===== src/rtl/pipe_pkg.sv =====
// Shared types and default widths for the valid/ready inter-stage pipeline registers.
package pipe_pkg;

  typedef enum logic [1:0] {EMPTY, FULL, SKID} pipe_state_t;

  localparam int PIPE_DATA_W = 128;
  localparam int PIPE_CTRL_W = 24;
  localparam int PIPE_CNT_W  = 16;

endpackage


===== src/rtl/sat_counter.sv =====
// Up-counter that sticks at its all-ones value; cleared only by reset.
module sat_counter #(
  parameter int W = 16
) (
  input  logic         clk,
  input  logic         rst_n,
  input  logic         inc,
  output logic [W-1:0] count
);

  localparam logic [W-1:0] MAX = {W{1'b1}};
  localparam logic [W-1:0] ONE = {{(W-1){1'b0}}, 1'b1};

  always_ff @(posedge clk or negedge rst_n) begin
    if (!rst_n) begin
      count <= '0;
    end else if (inc && (count != MAX)) begin
      count <= count + ONE;
    end
  end

endmodule


===== src/rtl/pipe_stage_skid.sv =====
// Valid/ready pipeline stage with a two-entry skid buffer, flush-to-bubble and a
// saturating stall counter. in_ready is registered, so upstream never sees out_ready.
module pipe_stage_skid
  import pipe_pkg::*;
#(
  parameter int DATA_W = PIPE_DATA_W,
  parameter int CTRL_W = PIPE_CTRL_W,
  parameter int CNT_W  = PIPE_CNT_W
) (
  input  logic              clk,
  input  logic              rst_n,
  input  logic              flush,
  input  logic              in_valid,
  output logic              in_ready,
  input  logic [DATA_W-1:0] in_data,
  input  logic [CTRL_W-1:0] in_ctrl,
  output logic              out_valid,
  input  logic              out_ready,
  output logic [DATA_W-1:0] out_data,
  output logic [CTRL_W-1:0] out_ctrl,
  output logic [CNT_W-1:0]  stall_cnt
);

  pipe_state_t state_q, state_d;

  logic [DATA_W-1:0] main_data_p0, skid_data_p0;
  logic [CTRL_W-1:0] main_ctrl_p0, skid_ctrl_p0;

  logic accept, deliver;
  logic load_main_in, load_main_skid, load_skid;

  assign out_valid = (state_q != EMPTY);
  assign accept    = in_valid & in_ready & ~flush;
  assign deliver   = out_valid & out_ready;

  always_comb begin
    state_d        = state_q;
    load_main_in   = 1'b0;
    load_main_skid = 1'b0;
    load_skid      = 1'b0;
    if (flush) begin
      state_d = EMPTY;
    end else begin
      case (state_q)
        EMPTY: begin
          if (accept) begin
            state_d      = FULL;
            load_main_in = 1'b1;
          end
        end
        FULL: begin
          if (accept && deliver) begin
            load_main_in = 1'b1;
          end else if (accept) begin
            state_d   = SKID;
            load_skid = 1'b1;
          end else if (deliver) begin
            state_d = EMPTY;
          end
        end
        SKID: begin
          if (deliver) begin
            state_d        = FULL;
            load_main_skid = 1'b1;
          end
        end
        default: state_d = EMPTY;
      endcase
    end
  end

  always_ff @(posedge clk or negedge rst_n) begin
    if (!rst_n) begin
      state_q  <= EMPTY;
      in_ready <= 1'b1;
    end else begin
      state_q  <= state_d;
      in_ready <= (state_d != SKID);
    end
  end

  // ---- stage boundary: main (head) and skid entries ----
  always_ff @(posedge clk or negedge rst_n) begin
    if (!rst_n) begin
      main_data_p0 <= '0;
      main_ctrl_p0 <= '0;
      skid_data_p0 <= '0;
      skid_ctrl_p0 <= '0;
    end else begin
      if (load_main_in) begin
        main_data_p0 <= in_data;
      end else if (load_main_skid) begin
        main_data_p0 <= skid_data_p0;
      end
      if (load_skid) begin
        skid_data_p0 <= in_data;
      end
      // Flush kills the control payload so a bubble can never write state downstream.
      if (flush) begin
        main_ctrl_p0 <= '0;
        skid_ctrl_p0 <= '0;
      end else begin
        if (load_main_in) begin
          main_ctrl_p0 <= in_ctrl;
        end else if (load_main_skid) begin
          main_ctrl_p0 <= skid_ctrl_p0;
        end
        if (load_skid) begin
          skid_ctrl_p0 <= in_ctrl;
        end
      end
    end
  end

  assign out_data = main_data_p0;
  assign out_ctrl = out_valid ? main_ctrl_p0 : '0;

  sat_counter #(.W(CNT_W)) u_stall_cnt (
    .clk   (clk),
    .rst_n (rst_n),
    .inc   (out_valid & ~out_ready),
    .count (stall_cnt)
  );

endmodule


===== config.mk =====
export PLATFORM = sky130hd
export DESIGN_NAME = pipe_stage_skid
export DESIGN_NICKNAME = d
export VERILOG_FILES = /design/src/rtl/pipe_pkg.sv /design/src/rtl/sat_counter.sv /design/src/rtl/pipe_stage_skid.sv
export SDC_FILE = /design/constraint.sdc
export NUM_CORES = 1
export LEC_CHECK = 0
export BUFFER_PORTS_ARGS = -buffer_cell sky130_fd_sc_hd__buf_2
export CAP_MARGIN = 40
export CORE_MARGIN = 4
export CORE_UTILIZATION = 42
export DETAILED_ROUTE_END_ITERATION = 6
export GPL_TIMING_DRIVEN = 0
export MAX_ROUTING_LAYER = met4
export PLACE_DENSITY = 0.67
export SYNTH_ARGS = -nofsm -noshare
export SYNTH_HDL_FRONTEND = slang
export SYNTH_HIERARCHICAL = 1
export SYNTH_SLANG_ARGS = --single-unit

===== constraint.sdc =====
create_clock -name clk -period 2.45 [get_ports clk]
set_clock_uncertainty 0.15 [all_clocks]
set_input_delay 0.3675 -clock clk [delete_from_list [all_inputs] [get_ports clk]]
set_output_delay 0.3675 -clock clk [all_outputs]
set_load 0.01 [all_outputs]

==> out/metrics.yaml <==
path_delay_family: "buffers and inverters"
grt_max_degree: 117
finalNetCount: 2154
cts_buffers: 37
worstSetupStartpoint: "state_q[1]"
cp.depth: 5
r2r_cells: 6
ant_nets: 0
synth_cells: 1476
max_cap_viol_count: 0
min_path_type: "input port to flop"
p_leak_uw: 0.0102
die_w_um: 192
whs_ns: 0.150
p_per_area_nw_per_um2: 841
outcome: "completed"
vias_per_cell: 5.13
die_h_um: 192
synthDistinctLibCells: 41
worstPathArrival_ns: 1.80
routedWlPerCell_um: 17.4
cp-end-kind: "output pin"
dieArea_um2: 36900
cts_tree: "done"
antenna_found_initial: 3
grt_overflow_total: 0
period_needed_ns: 2.31
rsz0062_at_grt: "false"
clock-root-buffer: "clkbuf_16"
clock_latency_ns: 0.52
placed_area_um2: 16500
layout_commonest_cell: "nand2_1"
grt_pass1_wl_um: 68900
via_count: 12700
final_hold_viol_count: 0
ff2ff_setup_slack_ns: 0.20
syn2layout_area_growth_pct: 35.0
synth-seq-area-share_pct: 56.8
ys_ff_latch: 323
clkSinkCount: 323
peakVddDrop_uv: 589
cts.path.max_buffers: 3
tightestPinTransition_ns: 0.762
wl_um: 43100
critPathMaxStageDelay_ns: 0.36
cp-start-kind: "flop"
clk_pin_slew_ns: 0.06
track_usage_pct: 23.8
cts-htree-levels: 2
worst-path-buf-inv: 3
io_pins: 327
cp_slowest_cell: "dfrtp_1"
r2r_start: "in_ready"
initial_core_util_pct: 42.6
maxSlewHeadroom_pct: 49.2
timing.fmax_mhz: 432
synth_area_um2: 14200
layout-drive-gt1-share_pct: 22.4
reg2reg_to: "out_data[28]"
place_congestion: 0.843
dp_slack_ns: -0.236
cp_cell_sequence: "buf_4 > nor2_4 > clkbuf_4 > nor2b_1 > buf_2"
setup_viol: 0
fin_ws_ns: 0.136
multi_input_area_um2: 5650
rows: 67
maxSlewViolCount: 0
final_cell_mix: "nand2_1 (463), buf_2 (357), dfrtp_1 (322), o21ai_0 (216), dlygate4sd3_1 (153)"
dpl.hpwl_um: 29200
numPortBuffers: 326
firstDrtPassIters: 5
syn-num-nets: 1634
cp.required_ns: 1.93
drtIter0Drc: 660
criticalPathCategory: "flop to output pin"
core-area_um2: 33400
drc: 0
yosysWarnings: 6
seqCellArea_um2: 8080
fin_total_pwr_uw: 16200
synth_area_per_cell_um2: 9.65
fillerInstances: 2902
crit_path_end: "out_ctrl[20]"
tns_ns: 0
path_max_fanout: 10
grt_pass1_vias: 13000
final_area_um2: 19200
finalCritPeriodShare_pct: 94.5
-- power by group --
group | switching (µW) | internal [µW] | total [µW]
registers | 703 | 6580 | 7280
logic | 2010 | 1550 | 3560
clock network | 2180 | 3140 | 5320
-- through the flow --
stage / util, % / cells
after floorplan: - / 1476
after global routing: 57.5 / 2471
final: 57.5 / 2471
after global placement: 49.1 / 2250
after CTS: 57.4 / 2469
after detailed placement: 49.3 / 2252
-- how the worst min path moves through the flow --
| stage | cells after the start | startpoint | to |
|---|---|---|---|
| floorplan | 0 | rst_n | main_ctrl_p0[0] |
| global placement | 2 | skid_data_p0[56] | skid_data_p0[56] |
| detailed placement | 1 | rst_n | skid_data_p0[22] |
| CTS | 2 | out_ready | state_q[1] |
| global route | 2 | out_ready | state_q[1] |
| finish | 2 | out_ready | state_q[1] |
-- kinds of logic after synthesis --
logic type,synth area share [%]
DFF,56.8
muxes,9.35
and+or+nand+nor,17.6
buffers and inverters,3.67
xor gates and xnor gates,0.431
adders and majority gates,0.0879
AOI/OAI and AO/OA,12.1
-- sequential cells by signal (all words and copies together), names as in the netlist --
register and flops:
in_ready 1, main_ctrl_p0 24, out_data 128, skid_ctrl_p0 24, skid_data_p0 128, state_q 2
u_stall_cnt/count 16
-- repair_timing --
| action | in CTS | in global routing |
|---|---|---|
| endpoints found under the hold margin | 300 | 0 |
| hold buffers | 153 | 0 |
| gates resized for setup | 6 | 11 |
| buffers inserted | 0 | 0 |
| pin swaps | 0 | 0 |
| setup endpoints to repair | 172 | 184 |
-- per-layer routing --
metal	part of all wire, %	routed length (µm)	track usage, %
met5	0	0	-
met4	3.0	1280	7.52
met3	6.7	2890	4.62
met2	48	20600	38.2
met1	42	18300	30.6
-- layout make-up --
cell class / instances / area share [%]
Sequential cell: 323 / 42.1
Multi-Input combinational cell: 1043 / 29.4
Timing Repair Buffer: 481 / 16.8
Clock buffer: 53 / 5.56
Tap cell: 448 / 2.92
Buffer: 108 / 2.75
Clock inverter: 11 / 0.456
Inverter: 2 / 0.0391
Antenna cell: 2 / 0.0260
-- Yosys cell counts (all sizes together) --
library cell,n,area share (%)
a211oi,24,1.3
nand3,11,0.63
o21ai,256,9.0
a21oi,27,0.95
buf,47,2.0
nand4,10,0.54
mux2,2,0.21
nor2,35,0.92
mux2i,130,9.1
nor2b,25,1.2
nor4,2,0.24
nand2b,3,0.13
nand2,463,12
nor3,1,0.035
xnor2,5,0.31
a31oi,2,0.088
ha,1,0.088
clkbuf,61,1.6
a32oi,1,0.062
o22a,1,0.062
o31ai,2,0.30
a41oi,2,0.12
o21a,3,0.16
and3,6,0.27
and2,1,0.044
and4,2,0.12
nand3b,25,1.3
o31a,1,0.062
dfstp,1,0.18
dfrtp,322,57
xor2,2,0.12
inv,2,0.053
(Power assumes the default switching activity.)
